$ cat src/rtl/cpu_ctrl_seq_pkg.sv
// Shared definitions for the 8-bit bus CPU control sequencer: opcode
// constants, state encodings, control word layout and the ring-to-state
// decode helper. Used by the sequencer and by the IR/RAM test programs.
package cpu_ctrl_seq_pkg;

  localparam int OP_W  = 4;
  localparam int T_NUM = 6;

  localparam logic [OP_W-1:0] OP_LDA = 4'h0;
  localparam logic [OP_W-1:0] OP_ADD = 4'h1;
  localparam logic [OP_W-1:0] OP_SUB = 4'h2;
  localparam logic [OP_W-1:0] OP_JC  = 4'h7;
  localparam logic [OP_W-1:0] OP_OUT = 4'hE;
  localparam logic [OP_W-1:0] OP_HLT = 4'hF;

  // Coarse sequencer phase; the T-state inside RUN lives in the ring counter.
  typedef enum logic [1:0] {
    PH_IDLE = 2'd0,
    PH_RUN  = 2'd1,
    PH_HALT = 2'd2
  } phase_e;

  // Architectural state seen by the control decode.
  typedef enum logic [2:0] {
    ST_IDLE = 3'd0,
    ST_T1   = 3'd1,
    ST_T2   = 3'd2,
    ST_T3   = 3'd3,
    ST_T4   = 3'd4,
    ST_T5   = 3'd5,
    ST_T6   = 3'd6,
    ST_HALT = 3'd7
  } state_e;

  typedef struct packed {
    logic pc_out;
    logic pc_inc;
    logic pc_load;
    logic mar_load;
    logic ram_out;
    logic ir_load;
    logic ir_out;
    logic a_load;
    logic a_out;
    logic b_load;
    logic alu_out;
    logic alu_cut;
    logic o_load;
    logic halt;
  } ctrl_t;

  // One-hot ring position to T-state; an empty ring cannot occur after
  // reset, T1 is returned as a safe fallback.
  function automatic state_e ring_to_state(input logic [T_NUM-1:0] t);
    state_e s;
    s = ST_T1;
    if      (t[1]) s = ST_T2;
    else if (t[2]) s = ST_T3;
    else if (t[3]) s = ST_T4;
    else if (t[4]) s = ST_T5;
    else if (t[5]) s = ST_T6;
    return s;
  endfunction

endpackage

$ cat src/rtl/cpu_ctrl_seq_ring.sv
// One-hot T-state ring counter. Clears to the T1 position and only
// rotates while enabled, so it sits on T1 through IDLE.
module ctrl_tstate_ring #(
  parameter int N = 6
) (
  input  logic         clk,
  input  logic         rst_n,
  input  logic         en,
  output logic [N-1:0] t
);

  // Rotate the single hot bit one position per enabled clock.
  always_ff @(posedge clk or negedge rst_n) begin
    if (!rst_n)  t <= N'(1);
    else if (en) t <= {t[N-2:0], t[N-1]};
  end

endmodule

$ cat src/rtl/cpu_ctrl_seq.sv
// Control sequencer for the 8-bit bus CPU. Six T-state fetch/execute,
// opcode from IR[7:4], Moore decode of (state, ir_op), carry flag latched
// from the ALU at the end of ADD/SUB.
// Optional feature: define CPU_CTRL_JC_EN to make opcode 7 a jump-on-carry;
// otherwise opcode 7 is a NOP and pc_load never asserts.
module cpu_ctrl_seq
  import cpu_ctrl_seq_pkg::*;
#(
  parameter int OP_W  = 4,
  parameter int T_NUM = 6
) (
  input  logic            clk,
  input  logic            rst_n,
  input  logic [OP_W-1:0] ir_op,
  input  logic            alu_cy,
  output logic            pc_out,
  output logic            pc_inc,
  output logic            pc_load,
  output logic            mar_load,
  output logic            ram_out,
  output logic            ir_load,
  output logic            ir_out,
  output logic            a_load,
  output logic            a_out,
  output logic            b_load,
  output logic            alu_out,
  output logic            alu_cut,
  output logic            o_load,
  output logic            halt,
  output logic            cy_flag
);

  phase_e           phase_q, phase_d;
  logic [T_NUM-1:0] tring;
  state_e           st;
  ctrl_t            c;

  ctrl_tstate_ring #(.N(T_NUM)) u_ring (
    .clk   (clk),
    .rst_n (rst_n),
    .en    (phase_q == PH_RUN),
    .t     (tring)
  );

  // Phase register.
  always_ff @(posedge clk or negedge rst_n) begin
    if (!rst_n) phase_q <= PH_IDLE;
    else        phase_q <= phase_d;
  end

  // Phase transitions: IDLE lasts one clock, HLT at T4 parks in HALT.
  always_comb begin
    phase_d = phase_q;
    case (phase_q)
      PH_IDLE: phase_d = PH_RUN;
      PH_RUN:  if (st == ST_T4 && ir_op == OP_HLT) phase_d = PH_HALT;
      default: phase_d = phase_q;
    endcase
  end

  // Merge phase and ring into the decoded state.
  always_comb begin
    st = ST_IDLE;
    case (phase_q)
      PH_RUN:  st = ring_to_state(tring);
      PH_HALT: st = ST_HALT;
      default: st = ST_IDLE;
    endcase
  end

  // Carry flag: captured only on the T6->T1 edge of ADD/SUB.
  always_ff @(posedge clk or negedge rst_n) begin
    if (!rst_n)
      cy_flag <= 1'b0;
    else if (st == ST_T6 && (ir_op == OP_ADD || ir_op == OP_SUB))
      cy_flag <= alu_cy;
  end

  // Control word decode; cy_flag is registered so alu_cy never reaches outputs.
  always_comb begin
    c = '0;
    case (st)
      ST_T1: begin c.pc_out = 1'b1; c.mar_load = 1'b1; end
      ST_T2: c.pc_inc = 1'b1;
      ST_T3: begin c.ram_out = 1'b1; c.ir_load = 1'b1; end
      ST_T4: begin
        case (ir_op)
          OP_LDA, OP_ADD, OP_SUB: begin c.ir_out = 1'b1; c.mar_load = 1'b1; end
          OP_OUT: begin c.a_out = 1'b1; c.o_load = 1'b1; end
`ifdef CPU_CTRL_JC_EN
          OP_JC: if (cy_flag) begin c.ir_out = 1'b1; c.pc_load = 1'b1; end
`endif
          default: ;
        endcase
      end
      ST_T5: begin
        case (ir_op)
          OP_LDA:         begin c.ram_out = 1'b1; c.a_load = 1'b1; end
          OP_ADD, OP_SUB: begin c.ram_out = 1'b1; c.b_load = 1'b1; end
          default: ;
        endcase
      end
      ST_T6: begin
        case (ir_op)
          OP_ADD: begin c.alu_out = 1'b1; c.a_load = 1'b1; end
          OP_SUB: begin c.alu_out = 1'b1; c.a_load = 1'b1; c.alu_cut = 1'b1; end
          default: ;
        endcase
      end
      ST_HALT: c.halt = 1'b1;
      default: ;
    endcase
  end

  assign pc_out   = c.pc_out;
  assign pc_inc   = c.pc_inc;
  assign pc_load  = c.pc_load;
  assign mar_load = c.mar_load;
  assign ram_out  = c.ram_out;
  assign ir_load  = c.ir_load;
  assign ir_out   = c.ir_out;
  assign a_load   = c.a_load;
  assign a_out    = c.a_out;
  assign b_load   = c.b_load;
  assign alu_out  = c.alu_out;
  assign alu_cut  = c.alu_cut;
  assign o_load   = c.o_load;
  assign halt     = c.halt;

endmodule

$ cat config.mk
export PLATFORM = sky130hd
export DESIGN_NAME = cpu_ctrl_seq
export DESIGN_NICKNAME = d
export VERILOG_FILES = /design/src/rtl/cpu_ctrl_seq_pkg.sv /design/src/rtl/cpu_ctrl_seq_ring.sv /design/src/rtl/cpu_ctrl_seq.sv
export SDC_FILE = /design/constraint.sdc
export NUM_CORES = 1
export LEC_CHECK = 0
export BUFFER_PORTS_ARGS = -buffer_cell sky130_fd_sc_hd__buf_4
export CAP_MARGIN = 20
export CORE_MARGIN = 2
export CORE_UTILIZATION = 35
export CTS_CLUSTER_DIAMETER = 30
export DETAILED_ROUTE_END_ITERATION = 8
export GPL_TIMING_DRIVEN = 0
export SYNTH_ARGS = -nofsm -noshare
export SYNTH_HDL_FRONTEND = slang
export SYNTH_SLANG_ARGS = --single-unit
$ cat constraint.sdc
create_clock -name clk -period 5.2 [get_ports clk]
set_clock_uncertainty 0.1 [all_clocks]
set_input_delay 1.56 -clock clk [delete_from_list [all_inputs] [get_ports clk]]
set_output_delay 1.56 -clock clk [all_outputs]
set_load 0.02 [all_outputs]
==> out/metrics.cfg, run 1 <==
[global_route]
met1_usage=0.207
grt_overflow=0
gr-usage-met2=0.253
grt_pass1_vias=565
grtUsageTotal=0.159
antenna_found_initial=0
grt-busiest-layer=met2
use_met3=0.0679
grt_max_degree=11
grt_pass1_wl_um=2530

[timing]
fin_crit_ns=4.18
whs_ns=0.392
hold_viol=0
rsz0062_at_grt=no
finalSetupViolations=0
min_period_over_period=0.805
maxSlewViolCount=0
setup_tns_ns=0
fmax_mhz=239

[yosys]
syn_area_per_cell_um2=9.18
synth_cell_type_count=34
ys_ff_latch=9
netlist.area_leader.share=0.295
ys.flop_type=dfrtp_1
syn-num-nets=84
yosys.area.top_type=dfrtp_1
yosysMostFrequentCell=dfrtp_1
synth_cells=74
synth_edf_count=0
ys_warn_count=0
yosys-top-cells-count=dfrtp_1, nor2_1, mux2_2, nand2_1
synth_area_um2=679
ys_seq_area_frac=0.333
synthTopCellsByArea=dfrtp_1, mux2_2, ha_1
async_flop_share=1.00

[power_and_ir_drop]
pwr-share-seq=0.524
powerDensity_nw_per_um2=151
leakage_nw=0.427
power_w=0.000134
p_int_w=0.000105
p_sw_w=0.0000292
comb_power_share=0.084
ir_drop_mv=0.148
power_frac_clock=0.392
swShare=0.218

[floorplanning]
core_um2=1780
die_y_um=48.1
start_util=0.381
dieArea_um2=2310
io_pins=22
die_w_um=48.1
rows=15

[cts]
cts_buffers=3
clockBufferDepth=2
clk_latency_ns=0.25
cts_sinks=9
clkTransAtPathRegs_ns=0.06
clockRootBuffer=clkbuf_4
cts_tree=built
cts_setup_buffers=0
cts-resized-gates=0
h-tree-depth=1
cts.hold.buffers_added=0

[hold_path]
hp-class=reg2reg

[placement]
globalplace.congestion=0.717
port_buffers=20
hpwl_um=1180

[cells_and_area]
finalNetCount=109
syn_to_final_growth_pct=30.6
drive_gt1_frac=0.337
diodes=0
fill_cells=175

[critical_path]
start_kind=input pin
path_buf_inv=3
slowest_delay_ns=0.38
critical_path.max_fanout=7
critPathSlowestCell=nor4_1
critPathKind=in2out
cp-end-kind=output port
arrival_ns=2.52
crit_chain=buf_4 > nand2b_1 > nor4_1 > buf_4 > buf_4
crit_top_cell=buf_4
path_delay_family=simple AND/OR/NAND/NOR gates
regToRegSetupSlack_ns=3.27
worstPathRequired_ns=3.54

[run]
cap_viol_max_count=0

[routing]
first_iter_violations=18
wirelength_um=1530
drc=0
routedWlPerCell_um=12.4
vias=639
drt-vias-per-instance=5.20
final_antenna_net_count=0
dr.pass1.iters=4

[run_status]
status=complete, no violations

power groups by stage:
stage	registers [W]	clock network (W)	logic (W)
finish	0.0000701	0.0000524	0.0000113
detailed placement	0.0000713	0	0.0000114
floorplan	0.0000713	0	0.00000418
CTS	0.0000700	0.0000553	0.0000113
global placement	0.0000713	0	0.0000111
global route	0.0000700	0.0000610	0.0000127
metal layers:
metal | routed length (um) | up-vias
met1 | 698 | 311
li1 | - | 315
met2 | 782 | 13
met4 | 0 | 0
met3 | 43 | 0
met5 | 0 | -
registers in the layout, summed over array words and instances, names as in the netlist:
name,cells
cy_flag,1
phase_q,2
u_ring.t,6
kinds of logic (layout without fill, tap and decap cells):
family,Yosys count,in the layout,share of synthesized area
compound gates,15,15,0.157
fa+ha+maj,3,3,0.0553
buf+inv,8,32,0.0552
flops,9,9,0.333
mux,6,6,0.0994
other cells,1,1,0.00552
simple gates,32,32,0.295
final cells by class:
class	instances	area (um^2)	share of cell area
buffer	4	22.5	0.0254
multi-input combinational	57	415	0.468
timing repair buffer	20	150	0.169
tap	25	31.3	0.0353
inverter	4	15.0	0.0169
clock buffer	4	26.3	0.0296
sequential	9	226	0.255
worst paths after layout:
kind	from	to	depth (start not counted)
worst max-delay path	ir_op[0]	o_load	5
worst min-delay path	cy_flag$_DFFE_PN0P_	cy_flag$_DFFE_PN0P_	1
worst max register to register	phase_q[0]$_DFFE_PN0P_	cy_flag$_DFFE_PN0P_	5
worst min register to register	cy_flag$_DFFE_PN0P_	cy_flag$_DFFE_PN0P_	1
max in group asynchronous	rst_n	u_ring.t[0]$_DFFE_PN1P_	1
min in group asynchronous	rst_n	phase_q[1]$_DFFE_PN0P_	1
placed cells by master (no fill, tap or decap), drive strengths merged, types with 3 or more instances in the layout:
master,n
o21ai,3
mux2,6
nand2,5
nor2b,4
buf,23
clkbuf,5
inv,4
dfrtp,8
o211ai,3
nor2,7
ha,3
per-stage QoR:
| step | utilization | std cells | setup slack (ns) | instance area [um^2] |
|---|---|---|---|---|
| after global routing | 0.498 | 123 | 0.907 | 887 |
| after CTS | 0.498 | 123 | 1.01 | 887 |
| after detailed placement | 0.483 | 119 | 1.01 | 861 |
| final | 0.498 | 123 | 1.02 | 887 |
| after global placement | 0.483 | 119 | 1.00 | 861 |
| after floorplan | - | 74 | 0.766 | 679 |
No activity file was read; power rests on OpenSTA's default activity.
==> run 2, diff against run 1 <==
Settings changed: ABC_AREA set to 1.
Clock period 5.2 ns to 3.6 ns, I/O delays scaled along.
==> out/metrics.cfg, run 2 <==
[run_status]
status=complete, no violations

[floorplanning]
core_um2=1900
die_w_um=48.4
die_y_um=48.4
rows=16
io_pins=22
start_util=0.363
dieArea_um2=2340

[power_and_ir_drop]
ir_drop_mv=0.205
powerDensity_nw_per_um2=212
p_sw_w=0.0000426
comb_power_share=0.074
pwr-share-seq=0.530
power_w=0.000191
p_int_w=0.000148
swShare=0.223
power_frac_clock=0.396
leakage_nw=0.518

[cells_and_area]
largest_reg_flops=6
fin_cells=150
finalNetCount=134
top_register=u_ring.t
final_common_cell=nand2_1
final_cell_mix=nand2_1, buf_4, inv_1
diodes=0
multiInputGateArea_um2=383
syn_to_final_growth_pct=30.6
reg_top3=u_ring.t: 6 flops, phase_q: 2 flops, cy_flag: 1 flops
regArea_um2=226
drive_gt1_frac=0.325
fill_cells=209

[yosys]
ys.flop_type=dfrtp_1
synth_area_um2=691
yosys.area.top_type=dfrtp_1
syn-num-nets=109
ys_warn_count=0
synth_edf_count=0
synth_cells=99
ys_seq_area_frac=0.328
synth_cell_type_count=23
synthTopCellsByArea=dfrtp_1, nand2_1, inv_1
async_flop_share=1.00
ys_ff_latch=9
syn_area_per_cell_um2=6.98
yosys-top-cells-count=nand2_1, inv_1, nor2_1
yosysMostFrequentCell=nand2_1
netlist.area_leader.share=0.290

[critical_path]
worstPathRequired_ns=2.42
arrival_ns=2.11
slowest_delay_ns=0.39
cp-end-kind=output port
critPathSlowestCell=dfrtp_1
path_buf_inv=4
start_kind=register
critical_path.max_fanout=9
crit_chain=inv_1 > ha_1 > inv_4 > nor3_2 > nand2_2 > a21oi_4 > nand2_2 > nor2_1 > buf_4 > buf_4
critPathKind=reg2out
path_delay_family=simple AND/OR/NAND/NOR gates

[cts]
h-tree-depth=1
cts.hold.buffers_added=0
cts-resized-gates=0
cts_tree=built
cts_buffers=3
cts_sinks=9
clockRootBuffer=clkbuf_4
clockBufferDepth=2
cts_setup_buffers=0
clk_latency_ns=0.26
clkTransAtPathRegs_ns=0.06

[placement]
port_buffers=20
globalplace.congestion=0.832
dp_cells=146
hpwl_um=1210

[routing]
routedWlPerCell_um=9.35
drt-vias-per-instance=4.41
wirelength_um=1400
dr.pass1.iters=4
final_antenna_net_count=0
first_iter_violations=7
drc=0
vias=661

[global_route]
grtUsageTotal=0.128
antenna_found_initial=0
grt_overflow=0
grt_max_degree=10
grt_pass1_wl_um=2460
grt_pass1_vias=611

[timing]
min_period_over_period=0.914
fmax_mhz=304
maxSlewViolCount=0
rsz0062_at_grt=no
setup_tns_ns=0
hold_viol=0
finalSetupViolations=0
fin_crit_ns=3.29

[hold_path]
hp-class=reg2reg

[run]
cap_viol_max_count=0

[run 2: cell count changes after synthesis, sizes merged, moves of 3 or more]
cell / change
o211ai: -3
nand3: +5
nor2b: -4
o21ai: +4
nor2: +7
nand2: +25
inv: +13
mux2: -6
[run 2: stage by stage]
stage	util	setup WS (ns)	area [um^2]	hold slack, ns
final	0.474	0.309	902	0.383
after global routing	0.474	0.0870	902	0.442
after CTS	0.474	0.289	902	0.390
after detailed placement	0.460	0.339	875	0.377
after global placement	0.460	0.354	875	0.359
after floorplan	-	0.418	691	0.354
[run 2: layout make-up]
class | count | share of cell area
multi-input cells | 71 | 0.424
well taps | 27 | 0.0374
clock inverters | 1 | 0.00555
flip-flops and latches | 9 | 0.251
plain buffers | 2 | 0.0166
clock buffers | 3 | 0.0250
repair buffers | 20 | 0.166
inverters | 17 | 0.0735
[run 2: routing by layer]
metal,global-route usage,share of wire,vias up
met2,0.220,0.47,21
li1,-,-,352
met4,0.0571,0,0
met3,0.0216,0.047,0
met1,0.159,0.48,288
met5,0,0,-
[run 2: worst paths after layout]
check | slack, ns | startpoint | to | cells after the start
worst max register to register | 1.77 | phase_q[1]$_DFFE_PN0P_ | cy_flag$_DFFE_PN0P_ | 11
max in group asynchronous | 2.65 | rst_n | u_ring.t[0]$_DFFE_PN1P_ | 1
worst min-delay path | 0.38 | cy_flag$_DFFE_PN0P_ | cy_flag$_DFFE_PN0P_ | 2
worst min register to register | 0.38 | cy_flag$_DFFE_PN0P_ | cy_flag$_DFFE_PN0P_ | 2
worst max-delay path | 0.31 | phase_q[1]$_DFFE_PN0P_ | o_load | 10
min in group asynchronous | 0.53 | rst_n | u_ring.t[1]$_DFFE_PN0P_ | 1
[run 2: kinds of logic after synthesis]
family                   synth area share
AO/OA/AOI/OAI                      0.0942
other                             0.00543
adder cells (fa/ha/maj)            0.0544
AND/OR/NAND/NOR                     0.400
buffers and inverters               0.118
flip-flops                          0.328
[run 2: power by group through the flow]
stage	Sequential [W]	Clock [W]	Combinational, W
finish	0.000101	0.0000757	0.0000140
global route	0.000101	0.0000873	0.0000158
CTS	0.000101	0.0000808	0.0000142
detailed placement	0.000103	0	0.0000141
global placement	0.000103	0	0.0000140
floorplan	0.000103	0	0.00000549
[run 2: worst register-to-register path: cells and delay by family, from the launching register on]
family / cells / cell delay (ns)
adder cells (fa/ha/maj): 1 / 0.33
buffers and inverters: 2 / 0.20
flip-flops: 1 / 0.39
AND/OR/NAND/NOR: 8 / 0.71
